==> config.mk <==
export PLATFORM = sky130hd
export DESIGN_NAME = regfile_sb
export DESIGN_NICKNAME = d
export VERILOG_FILES = /design/src/rtl/regfile_sb.sv
export SDC_FILE = /design/constraint.sdc
export NUM_CORES = 2
export LEC_CHECK = 0
export CAP_MARGIN = 20
export CORE_MARGIN = 1
export CORE_UTILIZATION = 35
export CTS_CLUSTER_SIZE = 30
export DETAILED_ROUTE_END_ITERATION = 10
export SLEW_MARGIN = 15
export SYNTH_ARGS = -nofsm -noshare
export SYNTH_HDL_FRONTEND = slang
export SYNTH_SLANG_ARGS = --single-unit
==> constraint.sdc <==
create_clock -name CLK -period 42.8 [get_ports CLK]
set_clock_uncertainty 0.2 [all_clocks]
set_input_delay 8.56 -clock CLK [delete_from_list [all_inputs] [get_ports CLK]]
set_output_delay 8.56 -clock CLK [all_outputs]
set_load 0.005 [all_outputs]
==> src/rtl/regfile_sb.sv <==
// Multi-ported register file with an integrated pending-write scoreboard.
// Reads are combinational; writes, reservations, releases and flush land on the rising edge.
module regfile_sb #(
  parameter  int NUM_REGS = 32,
  parameter  int DATA_W   = 32,
  parameter  int NUM_RD   = 3,
  parameter  int NUM_WR   = 2,
  parameter  int ZERO_REG = 1,
  parameter  int BYPASS   = 1,
  localparam int AW       = $clog2(NUM_REGS)
) (
  input  logic                     CLK,
  input  logic                     RST,
  input  logic [NUM_RD*AW-1:0]     rsel,
  output logic [NUM_RD*DATA_W-1:0] rdata,
  output logic [NUM_RD-1:0]        rvalid,
  input  logic [NUM_WR-1:0]        wen,
  input  logic [NUM_WR*AW-1:0]     wsel,
  input  logic [NUM_WR*DATA_W-1:0] wdata,
  input  logic                     rsv_en,
  input  logic [AW-1:0]            rsv_sel,
  output logic                     rsv_ready,
  input  logic                     flush,
  output logic [NUM_REGS-1:0]      pending
);

  localparam bit ZR = (ZERO_REG != 0);
  localparam bit BP = (BYPASS != 0);

  logic [DATA_W-1:0]   regs_q [NUM_REGS];
  logic [DATA_W-1:0]   regs_d [NUM_REGS];
  logic [NUM_REGS-1:0] pending_q;
  logic [NUM_REGS-1:0] pending_d;
  logic [NUM_REGS-1:0] wr_hit;
  logic                rsv_zero;
  logic                rsv_ok;

  // Ports are applied in ascending order so the highest-indexed writer wins.
  always_comb begin
    regs_d = regs_q;
    wr_hit = '0;
    for (int j = 0; j < NUM_WR; j++) begin
      if (wen[j] && !(ZR && (wsel[j*AW +: AW] == '0))) begin
        regs_d[wsel[j*AW +: AW]] = wdata[j*DATA_W +: DATA_W];
        wr_hit[wsel[j*AW +: AW]] = 1'b1;
      end
    end
  end

  // Reserve handshake: rsv_en is the request, rsv_ready the grant; a reservation
  // takes effect on an edge where both are high, otherwise the requester holds
  // rsv_en/rsv_sel stable and retries. A same-cycle writeback frees the slot.
  always_comb begin
    rsv_zero  = ZR && (rsv_sel == '0);
    rsv_ok    = rsv_zero || !pending_q[rsv_sel] || wr_hit[rsv_sel];
    rsv_ready = rsv_ok;
    pending_d = pending_q & ~wr_hit;
    if (rsv_en && rsv_ok && !rsv_zero) begin
      pending_d[rsv_sel] = 1'b1;
    end
    if (flush) begin
      pending_d = '0;
    end
  end

  // Bypass beats the stored value, zero register beats everything, and reset
  // forces the idle read view even while a write is still being driven.
  always_comb begin
    rdata  = '0;
    rvalid = '0;
    for (int i = 0; i < NUM_RD; i++) begin
      rdata[i*DATA_W +: DATA_W] = regs_q[rsel[i*AW +: AW]];
      rvalid[i]                 = !pending_q[rsel[i*AW +: AW]];
      if (BP) begin
        for (int j = 0; j < NUM_WR; j++) begin
          if (wen[j] && (wsel[j*AW +: AW] == rsel[i*AW +: AW])) begin
            rdata[i*DATA_W +: DATA_W] = wdata[j*DATA_W +: DATA_W];
            rvalid[i]                 = 1'b1;
          end
        end
      end
      if ((ZR && (rsel[i*AW +: AW] == '0)) || RST) begin
        rdata[i*DATA_W +: DATA_W] = '0;
        rvalid[i]                 = 1'b1;
      end
    end
  end

  always_ff @(posedge CLK or posedge RST) begin
    if (RST) begin
      for (int k = 0; k < NUM_REGS; k++) begin
        regs_q[k] <= '0;
      end
      pending_q <= '0;
    end else begin
      regs_q    <= regs_d;
      pending_q <= pending_d;
    end
  end

  assign pending = pending_q;

endmodule

==> qor.txt <==
Outcome = complete, no violations
FP Rows = 171
ANT nets after route = 0
Most common cell on crit path = buf_4
Syn_area_per_cell = 9.72 sq um
Fin worst setup slack = 20.26 ns
EDFF count, synth = 0
Crit Path Max Fanout = 27
Global Route Usage Sum = 35.3%
Vias/cell = 7.12
Die area = 220000 sq um
Worst path buffer plus inverter count = 4
Max_slew headroom = 10.1%
Most common cell after layout, fill and taps aside = mux2i_1
PD cells = 44.1 nW/um^2
Internal power = 2.43 mW
CORE AREA = 217000 sq um
RSZ-0062 raised after global routing = false
Critical Path Max Stage Delay = 0.99 ns
Worst Path Required = 34.04 ns
Nets@finish = 7565
Worst Setup Start Kind = input port
PortBufs = 231
Yosys reg bits = 1056
Clock Latency Late Sink = 0.80 ns
Routability cong. = 0.973
Drt total wl = 401000 um
Via count = 74300
Fmax = 0.0444 GHz
Most used flip-flop cell after synthesis = dfrtp_1
Slowest CP cell = or3_2
LEAKAGE = 35.7 nW
Synth unique cells = 67
Hold path depth = 0
Final Cycle Share = 52.7%
Met1 Wirelength = 138000 um
Post-route DRC = 0
Routed length per instance = 38.4 um
Seq/Total Area, Yosys = 34.6%
Synthesis-to-finish area growth = 11.2%
Reg2Reg Depth = 8
CTS root buf = clkbuf_16
Crit path depth = 10
Minimum clock period = 22.54 ns
Comb power frac = 29.8%
CTS HTree Levels = 3
Max Used Layer = met5
Setup-failing EPs final = 0
WS Path Type = input port to output pin
First-pass GRT wire length = 555000 um
Fin. Hold Viols = 0
Sink Count = 1056
Critical path capture point type = output pin
Reg power frac = 40.8%
Post-CTS setup buffer count = 0
Ys async rst share = 100%
GR Overflow Total = 0
Crit-path cells = buf_4 -> buf_4 -> or3_2 -> buf_4 -> o221ai_1 -> a221oi_1 -> nor3_1 -> a211oi_1 -> nor3_1 -> clkdlybuf4s50_1
Initial antenna violation count = 28
DRT iter0 DRCs = 13200
Cells after Synth = 7864
Delay-heaviest family, CP = buffers and inverters
Final HPWL DP = 221000 um
Clk pwr share = 29.4%
Mapped Area = 76500 sq um
Vias in the first global route = 70300
CTS tree = yes
Syn nets = 7964
Die width = 469 um
Synth warn = 0
P_sw = 1.32 mW
Dpl ws = 20.39 ns
HP Class = flop to flop
Sw Ratio = 35.2%
Die Ht = 469 um
Final Max Tran Viols = 0
Most frequent cells in the layout = 1281 x mux2i_1, 1056 x dfrtp_1, 729 x nor2_1, 729 x nand2_1, 653 x a21oi_1
Setup TNS = 0 ns
Resized cells post-CTS = 0
Tightest Pin Transition = 1.35 ns
Drt pass-1 iters = 10
Max Cap Viol = 0
Largest net degree at the start of global routing = 155
Num CTS Buffers = 117
Metal3 WL = 61700 um
Maximum vdd drop = 0.0406 mV
Clock slew at reported path FFs = 0.07 ns
Fraction of layout cells with a size suffix above 1 = 15.2%
IO Count = 232
Crit path DAT = 13.78 ns
DR WL met2 = 160000 um
Clock Path Buffers = 3
# hold bufs at CTS = 0
Initial Utilization = 35.2%
## logic make-up (layout without fill, tap and decap cells)
| family | count (synthesis) | after routing | share of synthesized area [%] |
|---|---|---|---|
| AND/OR/NAND/NOR | 1814 | 1814 | 9.88 |
| buffers and inverters | 1013 | 711 | 5.32 |
| XOR/XNOR | 30 | 30 | 0.344 |
| flip-flops | 1056 | 1056 | 34.6 |
| AO/OA/AOI/OAI | 2103 | 2103 | 17.0 |
| other | 0 | 29 | 0 |
| multiplexers | 1848 | 1848 | 32.9 |
## registers in the layout, indices dropped and copies added (netlist names)
register  flops
pending      32
regs_q     1024
## power groups by stage
| stage | sequential, mW | combinational, mW | clock [mW] |
|---|---|---|---|
| finish | 1.53 | 1.12 | 1.11 |
| global route | 1.55 | 1.18 | 1.14 |
| CTS | 1.51 | 1.08 | 1.10 |
| detailed placement | 1.52 | 1.08 | 0 |
| global placement | 1.51 | 1.05 | 0 |
| floorplan | 1.43 | 0.800 | 0 |
## metrics by stage
step	cell area [sq um]	total power, mW	util, %	std cells	hold slack (ns)
6_report	85000	3.75	39.2	10400	0.230
5_1_grt	85000	3.87	39.1	10400	0.233
4_1_cts	84900	3.69	39.1	10400	0.225
3_5_place_dp	80800	2.60	37.2	10200	0.210
3_3_place_gp	80800	2.56	37.2	10200	0.200
2_1_floorplan	76500	2.23	-	7864	0.266
## cell usage after synthesis (116+ instances only)
cell         n  area (sq um)
mux4_2     527         11900
nand2_1    768          2880
mux2i_1   1281         12800
buf_2      174           871
buf_1      116           435
nor3_1     122           611
dfrtp_1   1056         26400
clkbuf_1   706          2650
a22oi_1    128           961
o21ai_0    498          2490
a21oi_1    655          3280
o221ai_1   293          2570
a31oi_1    178          1110
nor2_1     754          2830
o22ai_1    130           813
## routing by layer
metal  vias to the layer above  global-route usage, %
met5                         -                  0.260
met4                        18                   30.4
met2                      7211                   48.6
li1                      28700                      -
met3                      2040                   14.7
met1                     36300                   42.3
## worst register-to-register path: stages (launching register included)
cell and delay [ns]:
dfrtp_1 0.47, mux4_2 0.53, nand2_1 0.09, o31ai_1 0.09
a22o_1 0.28, o21ai_1 0.24, nor4_4 0.08, buf_4 0.27
o31ai_1 0.34
## final cells by class
type                       count  area (sq um)
timing repair buffer         489          4370
tap                         2854          3570
clock inverter                47           594
clock buffer                 169          3450
antenna                       29          72.6
fill                       20800        132000
inverter                       6          31.3
multi-input combinational   5795         46500
sequential                  1056         26400
## path summary, 6_finish.rpt
kind	endpoint	slack, ns	from
hold reg to reg	regs_q[1006]$_DFF_PP0_	0.23	regs_q[1006]$_DFF_PP0_
min in group asynchronous	regs_q[447]$_DFF_PP0_	8.29	RST
setup / recovery	rdata[27]	20.26	rsel[3]
max in group asynchronous	regs_q[673]$_DFF_PP0_	30.19	RST
hold / removal	regs_q[1006]$_DFF_PP0_	0.23	regs_q[1006]$_DFF_PP0_
setup reg to reg	pending[27]$_DFF_PP0_	40.11	pending[27]$_DFF_PP0_
Power figures use the tool's default switching activity.
